$ cat config.mk
export PLATFORM = sky130hd
export DESIGN_NAME = escritor_rtc
export DESIGN_NICKNAME = d
export VERILOG_FILES = /design/src/rtl/escritor_rtc.sv
export SDC_FILE = /design/constraint.sdc
export NUM_CORES = 1
export LEC_CHECK = 0
export ABC_AREA = 1
export BUFFER_PORTS_ARGS = -buffer_cell sky130_fd_sc_hd__buf_2
export CAP_MARGIN = 10
export CORE_MARGIN = 2
export CORE_UTILIZATION = 40
export DETAILED_ROUTE_END_ITERATION = 16
export PLACE_DENSITY = 0.72
export SLEW_MARGIN = 20
export SYNTH_ARGS = -nofsm -noshare
export SYNTH_HDL_FRONTEND = slang
export SYNTH_SLANG_ARGS = --single-unit
$ cat constraint.sdc
create_clock -name clk -period 2.17 [get_ports clk]
set_input_delay 0.3255 -clock clk [delete_from_list [all_inputs] [get_ports clk]]
set_output_delay 0.3255 -clock clk [all_outputs]
set_load 0.005 [all_outputs]
$ cat src/rtl/escritor_rtc.sv
// rtl/escritor_rtc.sv - RTC time writer: validates BCD time and writes it over a multiplexed strobe bus.
module escritor_rtc #(
  parameter int          T_SETUP   = 3,
  parameter int          T_PULSO   = 10,
  parameter int          T_HOLD    = 3,
  parameter logic [7:0]  ADDR_SEG  = 8'h21,
  parameter logic [7:0]  ADDR_MIN  = 8'h22,
  parameter logic [7:0]  ADDR_HORA = 8'h23
) (
  input  logic       clk,
  input  logic       reset,
  input  logic       start,
  input  logic [7:0] dato_seg,
  input  logic [7:0] dato_min,
  input  logic [7:0] dato_hora,
  output logic       busy,
  output logic       done,
  output logic       error,
  output logic [7:0] ad,
  output logic       ad_oe,
  output logic       cs_n,
  output logic       wr_n,
  output logic       rd_n,
  output logic       a_d
);

  localparam int T_MAX0 = (T_SETUP > T_PULSO) ? T_SETUP : T_PULSO;
  localparam int T_MAX  = (T_MAX0 > T_HOLD) ? T_MAX0 : T_HOLD;
  localparam int CW     = (T_MAX < 2) ? 1 : $clog2(T_MAX + 1);

  typedef enum logic [2:0] {
    S_IDLE, S_CHECK, S_SETUP, S_STROBE, S_HOLD, S_GAP, S_DONE
  } state_t;

  state_t      state;
  logic [CW-1:0] cnt;
  logic [2:0]  idx;
  logic [2:0]  nxt;
  logic [7:0]  seg_q, min_q, hora_q;
  logic [7:0]  nxt_word;
  logic        snap_ok;

  function automatic logic bcd_ok(input logic [7:0] v, input logic [7:0] vmax);
    return (v[7:4] <= 4'd9) && (v[3:0] <= 4'd9) && (v <= vmax);
  endfunction

  assign snap_ok = bcd_ok(seg_q, 8'h59) && bcd_ok(min_q, 8'h59) && bcd_ok(hora_q, 8'h23);
  assign nxt     = idx + 3'd1;
  assign rd_n    = 1'b1;

  // Even bus cycles carry an address, odd ones the matching data byte.
  always_comb begin
    nxt_word = ADDR_SEG;
    case (nxt)
      3'd1:    nxt_word = seg_q;
      3'd2:    nxt_word = ADDR_MIN;
      3'd3:    nxt_word = min_q;
      3'd4:    nxt_word = ADDR_HORA;
      3'd5:    nxt_word = hora_q;
      default: nxt_word = ADDR_SEG;
    endcase
  end

  always_ff @(posedge clk or negedge reset) begin
    if (!reset) begin
      state  <= S_IDLE;
      cnt    <= '0;
      idx    <= '0;
      seg_q  <= '0;
      min_q  <= '0;
      hora_q <= '0;
      busy   <= 1'b0;
      done   <= 1'b0;
      error  <= 1'b0;
      ad     <= 8'h00;
      ad_oe  <= 1'b0;
      cs_n   <= 1'b1;
      wr_n   <= 1'b1;
      a_d    <= 1'b0;
    end else begin
      case (state)
        S_IDLE: begin
          done  <= 1'b0;
          error <= 1'b0;
          if (start) begin
            seg_q  <= dato_seg;
            min_q  <= dato_min;
            hora_q <= dato_hora;
            busy   <= 1'b1;
            state  <= S_CHECK;
          end
        end
        S_CHECK: begin
          if (!snap_ok) begin
            error <= 1'b1;
            busy  <= 1'b0;
            state <= S_IDLE;
          end else begin
            idx   <= '0;
            cnt   <= '0;
            cs_n  <= 1'b0;
            ad_oe <= 1'b1;
            ad    <= ADDR_SEG;
            a_d   <= 1'b0;
            state <= S_SETUP;
          end
        end
        S_SETUP: begin
          if (cnt == CW'(T_SETUP - 1)) begin
            cnt   <= '0;
            wr_n  <= 1'b0;
            state <= S_STROBE;
          end else begin
            cnt <= cnt + 1'b1;
          end
        end
        S_STROBE: begin
          if (cnt == CW'(T_PULSO - 1)) begin
            cnt   <= '0;
            wr_n  <= 1'b1;
            state <= S_HOLD;
          end else begin
            cnt <= cnt + 1'b1;
          end
        end
        S_HOLD: begin
          if (cnt == CW'(T_HOLD - 1)) begin
            cnt   <= '0;
            cs_n  <= 1'b1;
            ad_oe <= 1'b0;
            ad    <= 8'h00;
            a_d   <= 1'b0;
            state <= S_GAP;
          end else begin
            cnt <= cnt + 1'b1;
          end
        end
        S_GAP: begin
          if (idx == 3'd5) begin
            done  <= 1'b1;
            state <= S_DONE;
          end else begin
            idx   <= nxt;
            cs_n  <= 1'b0;
            ad_oe <= 1'b1;
            ad    <= nxt_word;
            a_d   <= nxt[0];
            state <= S_SETUP;
          end
        end
        S_DONE: begin
          done  <= 1'b0;
          busy  <= 1'b0;
          state <= S_IDLE;
        end
        default: state <= S_IDLE;
      endcase
    end
  end

endmodule

; Yosys cells after proc, flatten, opt, wreduce, memory -nomap -nowiden
; Cells that the tools add are included.
[word_totals]
inputBits = 27
reg_bits = 49
word_cells = 112
[op_classes]
mux = 38
n_lt_le_gt_ge = 9
eq_ne = 22
add_sub_neg = 2
n_reduce_logical = 27
[op_table]
columns = operator, n
row1 = 8-bit one-hot mux with 5 select lines, 1
row2 = 4-bit <= comparator (second input constant), 6
row3 = 8-bit two-way mux, 3
row4 = 8-bit one-hot mux with 3 select lines, 1
row5 = 3-bit two-way mux, 7
row6 = 3-bit == test (second input constant), 6
row7 = 3-bit one-hot mux with 6 select lines, 1
row8 = 8-bit by 7-bit <= comparator with 1-bit output (second input constant), 2
row9 = 2-bit != test (second input constant), 8
row10 = 3-bit by 2-bit == test with 1-bit output (second input constant), 4
row11 = 1-bit two-way mux, 12
row12 = 4-bit two-way mux, 3
row13 = 1-bit one-hot mux with 3 select lines, 4
row14 = 4-bit one-hot mux with 3 select lines, 1
row15 = 3-bit AND reduction, 3
row16 = 3-bit nonzero test, 3
row17 = 8-bit by 6-bit <= comparator with 1-bit output (second input constant), 1
row18 = 1-bit logical AND, 8
row19 = 2-bit AND reduction, 4
row20 = 4-bit AND reduction, 2
row21 = 2-bit nonzero test, 4
row22 = 3-bit by 1-bit == test with 1-bit output (second input constant), 2
row23 = 1-bit one-hot mux with 2 select lines, 3
row24 = 3-bit one-hot mux with 2 select lines, 1
row25 = other kinds (7), 8

; Depth between registers and ports, before layout
; Gate-level depths: netlist (run 1).
[logic_depth]
depth_word = 7
mapped_depth = 10
mapped_depth_nobuf = 10

; Worst setup path after synthesis (run 1)
; Ideal clock, no wire load.
[synth_path]
path_type = reg2reg
startpoint = register idx[0]
endpoint = register ad[3]
setup_ns = 0.083
stages_incl_launch_ff = 10
period_less_slack_ns = 1.616
n_path_buf = 1
arrival_time_ns = 1.534
path_slack_ns = 0.554
required_ns = 2.087
cell_sequence = dfrtp_1 > inv_1 > ha_1 > clkbuf_1 > inv_1 > nor2_1 > nand2_1 > o21ai_0 > o21ai_0 > o21ai_0
[synth_via]
elab_chain_cells = 5
[synth_lines]
columns = item, line
row1 = "start, declared", 37  ; logic [2:0] idx;
row2 = "start signal, assigned", 143  ; idx <= nxt;
row3 = 3-bit by 1-bit adder with 3-bit output, 48  ; assign nxt = idx + 3'd1;
row4 = 3-bit == test (tied with other cells), 54  ; case (nxt)
row5 = 8-bit one-hot mux with 5 select lines, 54
row6 = 8-bit two-way mux, 139  ; if (idx == 3'd5) begin
row7 = 8-bit one-hot mux with 3 select lines, 81  ; case (state)
row8 = "end signal, assigned", 146  ; ad <= nxt_word;
row9 = "end, declared", 19  ; output logic [7:0] ad,
; Parallel ways exist; a longest one is shown, timed or not. The select of a mux whose other input is x is not followed.
; A chain may end at the register's enable or synchronous reset.

; Worst setup path in the final report (run 1)
[layout_path]
startpoint = register idx[0]
endpoint = register ad[2]
; Same word-level chain as after synthesis.

==> metrics.cfg, run 1 <==
[status]
status=finished clean

[clocking]
clkTransAtPathRegs_ns=0.08
cts_inserted_buffers=5
cts_tree=built
cts_resized=0
ctsHoldBuffers=0
post_cts_buffers=0
clockBufferDepth=2
cts-root-buf=clkbuf_8
cts_sinks=49
htreeDepth=2
clk_latency_ns=0.30

[synthesis]
synth_top_cell_by_area=dfrtp_1
synth_cells=301
synth_edf_count=0
post-synth-top-count-cell=nand2_1
synthDominantCellAreaShare=0.4700
synth_area_leaders=dfrtp_1 47%, nand2_1 11%, mux2_2 7.2%, nand3_1 6.0%, o21ai_0 5.2%
ys_top_cells_by_count=74 x nand2_1, 47 x dfrtp_1, 32 x inv_1
ys_warn_count=0
syn_nets=333
yosysSeqAreaShare=0.4910
synth_cell_types=29
synth_flop_cell=dfrtp_1
ys_ff_latch=49
syn_area_mm2=0.002502
synthArstFlopShare=1.000
synth_area_per_cell_um2=8.314

[floorplanning]
pin_count=43
coreArea_mm2=0.005991
die_area_mm2=0.006905
die_w_um=83.10
rows=28
die_y_um=83.10
start_util=0.4177

[place]
place.gp.congestion=0.9057
dp_cells=414
io_buffers=41
dpl_cell_area_mm2=0.002798
hpwl_mm=4.281

[power_and_ir_drop]
power_w=0.003364
switchingPower_w=0.001298
peakVddDrop_mv=0.5314
internal_power_w=0.002067
swShare=0.3857
p_per_area_mw_per_mm2=1167
seqPwrFrac=0.453
power_frac_comb=0.388
total_leakage_power_nw=1.482
clkPwrFrac=0.159

[global_routing]
grt_first_pass_wirelength_mm=9.708
grt_max_degree=36
grtUsageMet3=0.04374
use_met1=0.2306
track_usage=0.1717
overflow=0
gr-usage-met2=0.2742
gr-max-usage-layer=met2
antenna_found_initial=0
grt_pass1_vias=2057

[setup_path]
timing.rr.end=ad[2]
rr_worst_depth=8
required_ns=2.39
cp_slowest_cell=dfrtp_1
crit_chain=inv_1, ha_1, inv_1, nor2_1, nand2_1, o211ai_1, nand2_1, o21ai_0
endpoint_kind=flip-flop
crit_type=reg -> reg
worstPathMaxFanout=9
max_stage_delay_ns=0.43
cp-start-kind=flip-flop
worstPathArrival_ns=1.97
r2r_setup_slack_ns=0.42
worstReg2RegStart=idx[0]

[routing]
ant_nets=0
drtIter0Drc=104
vias=2094
wirelength_mm=5.400
drtPass1Iterations=4
routedWlPerCell_um=12.83
drc=0
via_per_inst=4.974

[timing]
skew_ns=0.007111
slew_viol_final=0
tns_ns=0
slew_headroom=0.4828
fmax_mhz=571.5
worst_slew_pin_slew_ns=0.7758
report.final.hold_viol_count=0
fin_crit_sh=0.8064
grt_setup_unrepaired=no
setup_viol=0
fin_crit_ns=1.750

[final_layout]
diodes=0
drive_gt1_frac=0.2254
nets=378
final_core_utilization=0.4814
fin_area_mm2=0.002884
fin_cells=421
area_growth_pct=15.25

[hold_path]
hold_path.class=in -> async

[flow_run]
cap_violations=0

==> routing by layer <==
layer / up-vias / part of all wire
met5: - / 0
met4: 0 / 0.012
met3: 6 / 0.059
met2: 57 / 0.46
met1: 966 / 0.47
li1: 1065 / -
==> cell usage in the layout, fill, tap and decap left out, types with 2 or more instances in the layout <==
| cell type | n |
|---|---|
| a21oi_1 | 10 |
| buf_2 | 41 |
| buf_4 | 5 |
| clkbuf_8 | 6 |
| dfrtp_1 | 47 |
| dfstp_2 | 2 |
| ha_1 | 5 |
| inv_1 | 32 |
| mux2_2 | 16 |
| nand2_1 | 74 |
| nand2_2 | 3 |
| nand3_1 | 30 |
| nand4_1 | 3 |
| nor2_1 | 30 |
| o211ai_1 | 2 |
| o21ai_0 | 26 |
==> sequential cells by signal, summed over array words and instances, names as in the netlist <==
| register | count |
|---|---|
| busy | 1 |
| hora_q | 8 |
| error | 1 |
| cs_n | 1 |
| a_d | 1 |
| seg_q | 8 |
| wr_n | 1 |
| done | 1 |
| idx | 3 |
| ad_oe | 1 |
| state | 3 |
| ad | 8 |
| cnt | 4 |
| min_q | 8 |
==> power groups by stage <==
stage	registers [W]	clock network (W)	logic [W]
after floorplan	0.00147	0	0.000973
after global placement	0.00152	0	0.00129
after CTS	0.00152	0.000550	0.00132
after detailed placement	0.00154	0	0.00132
final	0.00152	0.000534	0.00131
after global routing	0.00157	0.000591	0.00151
==> per-stage QoR <==
step | worst slack, ns | hold slack (ns)
after detailed placement | 0.4339 | 0.4504
after CTS | 0.4069 | 0.1195
after global routing | 0.1373 | 0.1477
after floorplan | 0.5538 | 0.02991
after global placement | 0.5097 | 0.4396
final | 0.4202 | 0.09913
==> kinds of logic after synthesis <==
| logic type | Yosys count | synth area share |
|---|---|---|
| AND/OR/NAND/NOR | 144 | 0.2440 |
| flip-flops | 49 | 0.4910 |
| AO/OA/AOI/OAI | 44 | 0.09700 |
| buffers and inverters | 41 | 0.06600 |
| multiplexers | 16 | 0.07200 |
| adder cells (fa/ha/maj) | 5 | 0.02500 |
| other | 1 | 0.001499 |
| XOR/XNOR | 1 | 0.003501 |
==> how the worst max path moves through the flow <==
| stage | start | to | cells after the start |
|---|---|---|---|
| 2_1_floorplan | idx[0] | ad[3] | 9 |
| 4_1_cts | idx[0] | ad[2] | 8 |
| 3_5_place_dp | idx[0] | ad[2] | 8 |
| 6_report | idx[0] | ad[2] | 8 |
| 5_1_grt | idx[0] | ad[3] | 8 |
| 3_3_place_gp | idx[0] | ad[3] | 8 |
==> critical path, delay by kind of cell (launching register included) <==
family,cells,cell delay [ns]
flip-flops,1,0.43
buffers and inverters,2,0.24
AND/OR/NAND/NOR,3,0.40
adder cells (fa/ha/maj),1,0.34
AO/OA/AOI/OAI,2,0.25
==> layout make-up <==
class / count / area, µm²
timing repair buffer: 46 / 242.7
sequential: 49 / 1229
clock buffer: 7 / 86.33
multi-input combinational: 211 / 1109
inverter: 33 / 123.9
fill: 581 / 3107
tap: 75 / 93.84
(Power assumes the default switching activity.)
==> inputs of run 2 (changes only) <==
- PLACE_DENSITY: 0.72 -> 0.74
- clock period: 2.17 -> 1.5 ns (I/O delays scaled with it)
==> run 2 against run 1 <==
Global-route usage increased by 0.31 points. Core utilization increased by 8.0 points. Flip-flop and latch count unchanged. Worst hold slack improved by 0.062 ns. First-iteration DRC count increased by 6.7%. Critical endpoint is now ad[7]. Highest routed layer unchanged.
==> metrics.cfg, run 2 (same netlist as run 1, synthesis figures left out) <==
[clocking]
clk_latency_ns=0.29
clockBufferDepth=2
cts_inserted_buffers=5
cts_sinks=49
htreeDepth=2
clkTransAtPathRegs_ns=0.08
cts-root-buf=clkbuf_8
cts_tree=built

[global_routing]
grt_first_pass_wirelength_mm=10.08
antenna_found_initial=0
grt_max_degree=50
grt_pass1_vias=2249
overflow=0
track_usage=0.1748

[place]
place.gp.congestion=0.8902
hpwl_mm=4.399
io_buffers=41

[power_and_ir_drop]
total_leakage_power_nw=1.667
p_per_area_mw_per_mm2=1684
peakVddDrop_mv=0.9182
power_w=0.005664

[floorplanning]
die_area_mm2=0.006905
die_y_um=83.10
coreArea_mm2=0.005991
pin_count=43
die_w_um=83.10
rows=28
start_util=0.4177

[routing]
wirelength_mm=5.991
drtPass1Iterations=6
vias=2273
routedWlPerCell_um=13.17
drc=0
ant_nets=0
drtIter0Drc=111
via_per_inst=4.996

[final_layout]
final_common_cell=nand2_1
nets=411
diodes=0
seq_area_mm2=0.001234
final.fill_count=556
final_cell_mix=64 x nand2_1, 43 x dfrtp_1, 41 x buf_2
final_core_utilization=0.5614
area_growth_pct=34.40
drive_gt1_frac=0.3895
multi_input_area_mm2=0.001276

[setup_path]
worstReg2RegStart=idx[0]
timing.rr.end=ad[7]
crit_type=reg -> reg
cp-start-kind=flip-flop
r2r_setup_slack_ns=0.004
rr_worst_depth=7
required_ns=1.68
worstPathMaxFanout=11
endpoint_kind=flip-flop
worstPathArrival_ns=1.68

[timing]
grt_setup_unrepaired=yes
report.final.hold_viol_count=0
fmax_mhz=668.4
setup_viol=0
slew_viol_final=0
fin_crit_ns=1.496
fin_crit_sh=0.9974
skew_ns=0.002605

[status]
status=finished clean

[hold_path]
whs_endpoint=hora_q[1]
hp-start=dato_hora[1]
min_path_cells=2
hold_path.class=in -> reg

[flow_run]
cap_violations=0

[run 2: cell count changes in the layout (fill, tap and decap cells not counted), sizes merged]
| cell | previous run | this run |
|---|---|---|
| buf | 46 | 77 |
| clkbuf | 7 | 9 |
| dlygate4sd3 | 0 | 1 |
[run 2: how the worst max path moves through the flow]
stage	startpoint	endpoint	slack (ns)	cells past startpoint
after floorplan	idx[0]	ad[3]	0.04	9
after global placement	idx[0]	ad[1]	-0.06	8
after detailed placement	idx[0]	ad[1]	-0.12	9
after CTS	idx[0]	ad[1]	-0.006	8
after global routing	idx[1]	ad[5]	-0.08	9
final	idx[0]	ad[7]	0.004	7
[run 2: critical path, stage by stage (launching register included)]
cell and delay [ns]:
dfrtp_1 0.45, buf_4 0.17, ha_1 0.24, nand3_4 0.13
nand3_4 0.11, buf_12 0.16, nand2_1 0.06, o21ai_1 0.06
[run 2: metrics by stage]
step / TNS, ns / std cells / hold slack (ns) / area (µm²) / setup slack [ns]
detailed placement: -0.6031 / 443 / 0.2315 / 3055 / -0.1208
floorplan: 0 / 301 / -0.07059 / 2506 / 0.03770
global placement: -0.2131 / 443 / 0.2284 / 3055 / -0.05790
CTS: -0.005930 / 452 / 0.1520 / 3181 / -0.005930
global route: -0.9524 / 455 / 0.1484 / 3363 / -0.08232
finish: 0 / 455 / 0.1614 / 3363 / 0.003859
[run 2: layout make-up]
cell class / count / area share
Clock buffer: 8 / 0.02381
Timing Repair Buffer: 79 / 0.1652
Inverter: 33 / 0.03683
Sequential cell: 49 / 0.3668
Tap cell: 75 / 0.02790
Multi-Input combinational cell: 211 / 0.3795
[run 2: power by group]
| group | internal, W | total [W] | switching, W |
|---|---|---|---|
| clock | 0.000332 | 0.000738 | 0.000405 |
| combinational | 0.00133 | 0.00277 | 0.00145 |
| sequential | 0.00183 | 0.00215 | 0.000321 |
| total | 0.00349 | 0.00566 | 0.00217 |
[run 2: metal layers]
layer  global-route usage  up-vias  routed length, µm
met5                    0        -                  0
met4              0.04769        0                 41
met3              0.03678        6                256
met2               0.2859       61               2915
met1               0.2361     1072               2778
li1                     -     1134                  -
[run 2: timing repair]
item / CTS / global route
hold buffers: 1 / 0
resized for setup: 10 / 53
pin swaps: 1 / 9
setup buffers: 0 / 2
setup endpoints to repair: 10 / 20
gates cloned: 0 / 1
endpoints found under the hold margin: 47 / 0
